[src/rtl/serial_xnor_comparator.sv]
// serial_xnor_comparator: scores two serial bitstreams pairwise with XNOR
// over a fixed-length frame. At frame end it reports the match count, an
// all-match flag and the index of the first mismatching bit.
module serial_xnor_comparator #(
   parameter int FRAME_LEN = 8,
   parameter int CNT_W     = $clog2(FRAME_LEN + 1)
) (
   input  logic             clk,
   input  logic             rst_n,
   input  logic             start,
   input  logic             in_valid,
   input  logic             a,
   input  logic             b,
   output logic             busy,
   output logic             done,
   output logic [CNT_W-1:0] match_cnt,
   output logic             all_match,
   output logic             mismatch_seen,
   output logic [CNT_W-1:0] first_mm_idx
);

   localparam logic [1:0] S_IDLE = 2'd0;
   localparam logic [1:0] S_RUN  = 2'd1;
   localparam logic [1:0] S_DONE = 2'd2;

   localparam logic [CNT_W-1:0] LAST_IDX = CNT_W'(FRAME_LEN - 1);
   localparam logic [CNT_W-1:0] FULL_CNT = CNT_W'(FRAME_LEN);

   // Per-frame verdict, captured as one unit at the last accepted bit
   typedef struct packed {
      logic [CNT_W-1:0] cnt;
      logic             all;
      logic             mm;
      logic [CNT_W-1:0] idx;
   } result_t;

   logic [1:0]       state;
   logic [CNT_W-1:0] bit_idx;
   logic [CNT_W-1:0] mcnt;
   logic             mm_flag;
   logic [CNT_W-1:0] mm_idx;

   logic             eq;
   logic             acc;
   logic             last;
   result_t          res_nxt;
   result_t          res_q;

   assign eq   = ~(a ^ b);
   assign acc  = (state == S_RUN) && in_valid;
   assign last = (bit_idx == LAST_IDX);

   // Fold the current bit into the running tally; the first mismatch index
   // is sticky once captured
   always_comb begin
      res_nxt.cnt = mcnt + CNT_W'(eq);
      res_nxt.all = (res_nxt.cnt == FULL_CNT);
      res_nxt.mm  = mm_flag | ~eq;
      res_nxt.idx = (!mm_flag && !eq) ? bit_idx : mm_idx;
   end

   // Frame FSM and internal tally; DONE lasts one cycle and may chain
   // straight into the next frame
   always_ff @(posedge clk or negedge rst_n) begin
      if (!rst_n) begin
         state   <= S_IDLE;
         bit_idx <= '0;
         mcnt    <= '0;
         mm_flag <= 1'b0;
         mm_idx  <= '0;
      end else begin
         case (state)
            S_IDLE: begin
               if (start) begin
                  state   <= S_RUN;
                  bit_idx <= '0;
                  mcnt    <= '0;
                  mm_flag <= 1'b0;
                  mm_idx  <= '0;
               end
            end
            S_RUN: begin
               if (in_valid) begin
                  mcnt    <= res_nxt.cnt;
                  mm_flag <= res_nxt.mm;
                  mm_idx  <= res_nxt.idx;
                  if (last) begin
                     state   <= S_DONE;
                     bit_idx <= '0;
                  end else begin
                     bit_idx <= bit_idx + 1'b1;
                  end
               end
            end
            S_DONE: begin
               // Results already live in the output registers
               bit_idx <= '0;
               mcnt    <= '0;
               mm_flag <= 1'b0;
               mm_idx  <= '0;
               state   <= start ? S_RUN : S_IDLE;
            end
            default: state <= S_IDLE;
         endcase
      end
   end

   // Output result registers load on the last bit so they are valid in DONE
   always_ff @(posedge clk or negedge rst_n) begin
      if (!rst_n) begin
         res_q <= '0;
      end else if (acc && last) begin
         res_q <= res_nxt;
      end
   end

   assign busy          = (state == S_RUN);
   assign done          = (state == S_DONE);
   assign match_cnt     = res_q.cnt;
   assign all_match     = res_q.all;
   assign mismatch_seen = res_q.mm;
   assign first_mm_idx  = res_q.idx;

endmodule

[config.mk]
export PLATFORM = sky130hd
export DESIGN_NAME = serial_xnor_comparator
export DESIGN_NICKNAME = d
export VERILOG_FILES = /design/src/rtl/serial_xnor_comparator.sv
export SDC_FILE = /design/constraint.sdc
export NUM_CORES = 1
export LEC_CHECK = 0
export BUFFER_PORTS_ARGS = -buffer_cell sky130_fd_sc_hd__buf_2
export CAP_MARGIN = 10
export CORE_ASPECT_RATIO = 0.75
export CORE_MARGIN = 2
export CORE_UTILIZATION = 45
export CTS_CLUSTER_DIAMETER = 40
export DETAILED_ROUTE_END_ITERATION = 10
export PLACE_DENSITY_LB_ADDON = 0.12
export SKIP_CTS_REPAIR_TIMING = 1
export SYNTH_ARGS = -nofsm -noshare
export SYNTH_HDL_FRONTEND = slang
export SYNTH_SLANG_ARGS = --single-unit
export TNS_END_PERCENT = 100
[constraint.sdc]
create_clock -name clk -period 4.1 [get_ports clk]
set_input_delay 0.615 -clock clk [delete_from_list [all_inputs] [get_ports clk]]
set_output_delay 0.615 -clock clk [all_outputs]
set_load 0.005 [all_outputs]
==> results.json, run 1 <==
{
  "status": "finished, final reports clean",
  "antenna_found_initial": 0,
  "reg2reg_from": "state[0]$_DFFE_PN0P_",
  "rows": 16,
  "cts.sink_count": 25,
  "worst-r2r-setup-slack_ps": 2480,
  "timing.final.crit_period_ps": 2060,
  "areaGrowthSynthToFinish_pct": 11.9,
  "vdd_drop_max_uv": 364,
  "pin_count": 18,
  "synth_edf_count": 0,
  "route.vias.total": 915,
  "synth.ff_latch_count": 25,
  "cts.clk_slew.worst_paths_ps": 80,
  "fin_total_pwr_mw": 0.867,
  "dieArea_sq_um": 3200,
  "portBuffers": 17,
  "dieWidth_um": 64.6,
  "critPathKind": "input port to register",
  "num-fill-cells": 256,
  "worst_ep_arrival_time_ps": 2240,
  "cts_made_buffers": 3,
  "cts-root-buf": "clkbuf_8",
  "grt_pass1_wl_um": 4240,
  "nets": 138,
  "overflow": 0,
  "grt_start_max_net_pins": 26,
  "synth_area_sq_um": 1240,
  "syn_area_per_cell_sq_um": 11.2,
  "worst_setup_path_end_kind": "register",
  "yosysWarningCount": 0,
  "min_period_over_period_pct": 50.3,
  "rsz0062_at_grt": "false",
  "n_antenna_cell": 0,
  "setup_viol": 0,
  "clock_skew_ps": 3.45,
  "worstMarginPinSlew_ps": 651,
  "hpwl_um": 1860,
  "synthArstFlopShare_pct": 100,
  "core_sq_um": 2620,
  "pwr_density_cell_nw_per_um2": 625,
  "setup_tns_ps": 0,
  "ys.flop_type": "dfrtp_1",
  "cts-htree-levels": 1,
  "cp_max_fo": 7,
  "cts_buffer_depth": 2,
  "viasPerCell": 5.58,
  "drive_gt1_share_pct": 24.2,
  "hold_class": "input port to async pin",
  "syn-num-nets": 120,
  "layout_commonest_cell": "dfrtp_1",
  "synth_cells": 111,
  "critPathLaunchType": "input port",
  "r2r_end": "match_cnt[2]$_DFFE_PN0P_",
  "initial_utilization_pct": 47.3,
  "finalWeightedCongestion": 0.813,
  "drt.antenna.violating_nets": 0,
  "drt_iter0_drc": 52,
  "hold_viol": 0,
  "final_cell_mix": "25 x dfrtp_1, 17 x buf_2, 13 x o21ai_0, 8 x inv_1, 6 x nand2_1",
  "routed_wl_um": 2530,
  "cts_tree": "done",
  "cp-endpoint": "all_match$_DFFE_PN0P_",
  "ys_types": 43,
  "grt_use_total_pct": 17.6,
  "clk_latency_ps": 270,
  "synth_seq_area_share_pct": 50.5,
  "p_leak_nw": 0.650,
  "final-seq-area_sq_um": 626,
  "first_global_vias": 869,
  "max_freq_mhz": 485,
  "maxCapViolCount": 0,
  "rr_worst_depth": 4,
  "die_h_um": 49.5,
  "required_ps": 4280,
  "first_pass_iters": 4,
  "wl_per_cell_um": 15.4,
  "finalMaxSlewViolations": 0,
  "multi_input_area_sq_um": 547,
  "slew-limit-headroom_pct": 56.5,
  "crit_start": "b",
  "drc_errors": 0
}
==> per-stage QoR <==
step	setup slack (ps)	instance area [sq um]	cells	utilization (%)	hold WS, ps
floorplan	2020	1240	111	-	319
global placement	1830	1340	160	51.2	472
detailed placement	1750	1340	160	51.2	484
CTS	2040	1390	164	52.9	336
global route	1980	1390	164	52.9	359
finish	2040	1390	164	52.9	319
==> report_power, final <==
group | total (mW) | leakage (nW) | internal [mW] | switching, mW
registers | 0.422 | 0.321 | 0.340 | 0.0817
clock network | 0.145 | 0.0228 | 0.0695 | 0.0757
logic | 0.300 | 0.307 | 0.146 | 0.154
==> worst min path at each step <==
stage,end,slack (ps)
final,bit_idx[2]$_DFFE_PN0P_,320
after global routing,bit_idx[2]$_DFFE_PN0P_,360
after CTS,bit_idx[2]$_DFFE_PN0P_,340
after detailed placement,first_mm_idx[2]$_DFFE_PN0P_,480
after global placement,first_mm_idx[3]$_DFFE_PN0P_,470
after floorplan,all_match$_DFFE_PN0P_,320
==> logic make-up (layout without fill, tap and decap cells) <==
family / after synthesis / count (layout) / synth area share (%)
AOI/OAI and AO/OA: 32 / 32 / 17.3
and+or+nand+nor: 27 / 27 / 15.1
DFF: 25 / 25 / 50.5
buffers and inverters: 14 / 31 / 5.45
muxes: 7 / 7 / 6.56
adders and majority gates: 3 / 3 / 3.03
xor gates and xnor gates: 3 / 3 / 2.12
==> worst max-delay path: stages <==
cell     delay (ps)
buf_2           100
xor2_1          250
inv_2           130
ha_1            230
ha_1            220
xor2_1          180
or3_1           320
o31ai_1         200
==> Yosys cell counts, types with 2 or more instances <==
library cell / n / share of area (%)
a21oi_1: 2 / 0.81
a22o_1: 2 / 1.4
a31o_2: 2 / 1.4
a31oi_1: 2 / 1.0
dfrtp_1: 25 / 50
ha_1: 3 / 3.0
inv_1: 8 / 2.4
mux2_4: 2 / 2.4
mux2i_1: 4 / 3.2
nand2_1: 6 / 1.8
nand3_1: 3 / 1.2
nand3b_1: 2 / 1.2
nor2_1: 2 / 0.61
o211ai_1: 2 / 1.2
o21ai_0: 13 / 5.2
o2bb2ai_1: 2 / 1.4
or3_1: 3 / 1.5
xor2_1: 3 / 2.1
==> routing by layer <==
layer	share of wire, %	vias up	GRT usage (%)
li1	-	435	-
met1	50	452	25.5
met2	42	24	25.9
met3	6.6	4	4.79
met4	1.1	0	5.32
met5	0	-	0
==> sequential cells by signal, indices dropped and copies added (netlist names), 2 cells and up <==
| register | cells |
|---|---|
| bit_idx | 4 |
| mm_idx | 4 |
| match_cnt | 4 |
| state | 2 |
| mcnt | 4 |
| first_mm_idx | 4 |
==> layout make-up <==
cell class	count	share of cell area (%)
Clock buffer	4	3.25
Inverter	10	2.89
Multi-Input combinational cell	72	39.4
Sequential cell	25	45.1
Tap cell	36	3.25
Timing Repair Buffer	17	6.13
No activity file was read; power rests on OpenSTA's default activity.
==> run 2, diff against run 1 <==
- ABC_AREA: default -> 1
- clock period: 4.1 -> 1.8 ns (I/O delays scaled with it)
==> results.json, run 2 <==
{
  "wl_per_cell_um": 12.0,
  "status": "finished, final reports clean",
  "min_period_over_period_pct": 86.0,
  "dieArea_sq_um": 3120,
  "dieWidth_um": 63.9,
  "layout_commonest_cell": "nand2_1",
  "cts_buffer_depth": 2,
  "worst-r2r-setup-slack_ps": 370,
  "hold_path_end": "state[0]$_DFFE_PN0P_",
  "synth_edf_count": 0,
  "worst_setup_path_end_kind": "output port",
  "rows": 16,
  "crit_top_cell": "inv_1",
  "grt_use_total_pct": 17.4,
  "core_sq_um": 2580,
  "synth_compound_area_share_pct": 6.20,
  "worstHoldPathCells": 3,
  "synthAdderAreaFrac_pct": 3.10,
  "syn-num-nets": 153,
  "holdWs_ps": 212,
  "initial_utilization_pct": 46.9,
  "reg2reg_from": "bit_idx[0]$_DFFE_PN0P_",
  "drive_gt1_share_pct": 17.0,
  "dp.cells": 196,
  "hpwl_um": 1810,
  "yosys-top-cells-area": "dfrtp_1 52%, nand2_1 17%, nand3_1 5.4%",
  "synthArstFlopShare_pct": 100,
  "fin_util_pct": 53.0,
  "drc_errors": 0,
  "cts-root-buf": "clkbuf_4",
  "critPathMaxStageDelay_ps": 410,
  "r2r_end": "match_cnt[3]$_DFFE_PN0P_",
  "drt.antenna.violating_nets": 0,
  "cts.sink_count": 25,
  "grt_start_max_net_pins": 26,
  "clk_latency_ps": 330,
  "cp_top_family": "buffers and inverters",
  "timing.final.crit_period_ps": 1550,
  "first_global_vias": 880,
  "cts.clk_slew.worst_paths_ps": 150,
  "synth-xor-area-share_pct": 1.45,
  "finalMaxSlewViolations": 0,
  "synth_top_area_cell": "dfrtp_1",
  "p_leak_nw": 0.772,
  "switching_share_pct": 41.5,
  "internal_power_mw": 1.17,
  "viasPerCell": 4.89,
  "maxCapViolCount": 0,
  "cts-htree-levels": 1,
  "yosysWarningCount": 0,
  "seq_power_share_pct": 46.6,
  "synth_cells": 144,
  "muxShareOfSynthArea_pct": 0,
  "hold_class": "input port to register",
  "synth_area_sq_um": 1210,
  "worstMarginPinSlew_ps": 555,
  "yosysMostFrequentCell": "nand2_1",
  "routed_wl_um": 2420,
  "ys.flop_type": "dfrtp_1",
  "slowest_stage": "dfrtp_1",
  "clkPwrFrac_pct": 13.2,
  "portBuffers": 17,
  "switching_power_mw": 0.830,
  "die_h_um": 48.9,
  "nets": 175,
  "hp-start": "start",
  "final_area_sq_um": 1370,
  "synth-simple-area-share_pct": 30.7,
  "cts_made_buffers": 3,
  "rsz0062_at_grt": "false",
  "hold_viol": 0,
  "pwr_density_cell_nw_per_um2": 1460,
  "synth_seq_area_share_pct": 51.7,
  "fin_cells": 201,
  "finalWeightedCongestion": 0.868,
  "critPathKind": "register to output port",
  "overflow": 0,
  "crit_chain": "inv_1 -> nand2_1 -> inv_1 -> buf_2",
  "setup_viol": 0,
  "path_buf_inv": 3,
  "first_pass_iters": 4,
  "p_comb_share_pct": 40.2,
  "pin_count": 18,
  "antenna_found_initial": 0,
  "final_cell_mix": "54 x nand2_1, 25 x dfrtp_1, 17 x inv_1, 17 x buf_2, 13 x nand3_1",
  "rr_worst_depth": 6,
  "synth_commonest_cells": "54 x nand2_1, 25 x dfrtp_1, 17 x inv_1",
  "max_freq_mhz": 646,
  "areaGrowthSynthToFinish_pct": 13.1,
  "ys_types": 18,
  "route.vias.total": 982,
  "slew-limit-headroom_pct": 63.0,
  "cts_tree": "done",
  "drt_iter0_drc": 69,
  "synth_top_family_by_area": "simple AND/OR/NAND/NOR gates",
  "setup_tns_ps": 0,
  "yosysTopAreaCellShare_pct": 51.7,
  "placed_area_sq_um": 1330,
  "critPathLaunchType": "register",
  "vdd_drop_max_uv": 725,
  "required_ps": 1530,
  "n_antenna_cell": 0,
  "grt_pass1_wl_um": 4210,
  "clock_skew_ps": 10.2,
  "worst_ep_arrival_time_ps": 1280,
  "synth.ff_latch_count": 25,
  "syn_area_per_cell_sq_um": 8.40,
  "cp_max_fo": 4,
  "num-fill-cells": 264
}
run 2: cell types whose count changed in the layout (fill, tap and decap cells not counted), moves of 3 or more:
cell and change:
clkbuf_8 -3, or3_1 -3, inv_1 +9, clkbuf_4 +3, nand4_1 +5, nor2_1 +3, nand3_1 +10, o21ai_0 -5
mux2i_1 -4, nand2_1 +48
run 2: how the worst max path moves through the flow:
stage	start	end	slack [ps]	cells after the start
finish	state[1]$_DFFE_PN0P_	busy	250	4
global route	state[1]$_DFFE_PN0P_	busy	150	4
CTS	state[1]$_DFFE_PN0P_	busy	240	4
detailed placement	a	all_match$_DFFE_PN0P_	160	9
global placement	a	mcnt[2]$_DFFE_PN0P_	210	10
floorplan	a	mcnt[2]$_DFFE_PN0P_	380	9
run 2: area by class of cell:
| type | count | area, sq um | area share, % |
|---|---|---|---|
| flip-flops and latches | 25 | 626 | 45.7 |
| clock buffers | 3 | 22.5 | 1.65 |
| inverters | 19 | 71.3 | 5.21 |
| clock inverters | 1 | 7.51 | 0.548 |
| multi-input cells | 99 | 502 | 36.7 |
| well taps | 36 | 45.0 | 3.29 |
| repair buffers | 18 | 95.1 | 6.95 |
run 2: kinds of logic after synthesis:
family | count (synthesis)
AND/OR/NAND/NOR | 81
AO/OA/AOI/OAI | 13
adder cells (fa/ha/maj) | 3
buffers and inverters | 20
XOR/XNOR | 2
flip-flops | 25
run 2: tightest hold or removal path: stages:
cell	delay [ps]
buf_2	100
inv_1	40
o21ai_0	80
run 2: metrics by stage:
step | total power [mW] | worst slack [ps]
after detailed placement | 1.75 | 158
after global routing | 2.19 | 147
after CTS | 2.01 | 243
final | 2.00 | 252
after floorplan | 1.48 | 383
after global placement | 1.72 | 209
run 2: per-layer routing:
metal / track usage [%] / routed length, um / vias up
met3: 4.85 / 122 / 4
met2: 26.4 / 1010 / 27
li1: - / - / 507
met4: 2.17 / 21 / 0
met5: 0 / 0 / -
met1: 25.5 / 1260 / 444
run 2: power groups by stage:
stage	registers (mW)	logic, mW	clock network, mW
2_1_floorplan	0.925	0.551	0
3_3_place_gp	0.926	0.789	0
3_5_place_dp	0.942	0.807	0
4_1_cts	0.930	0.811	0.270
5_1_grt	0.964	0.927	0.296
6_report	0.930	0.803	0.264
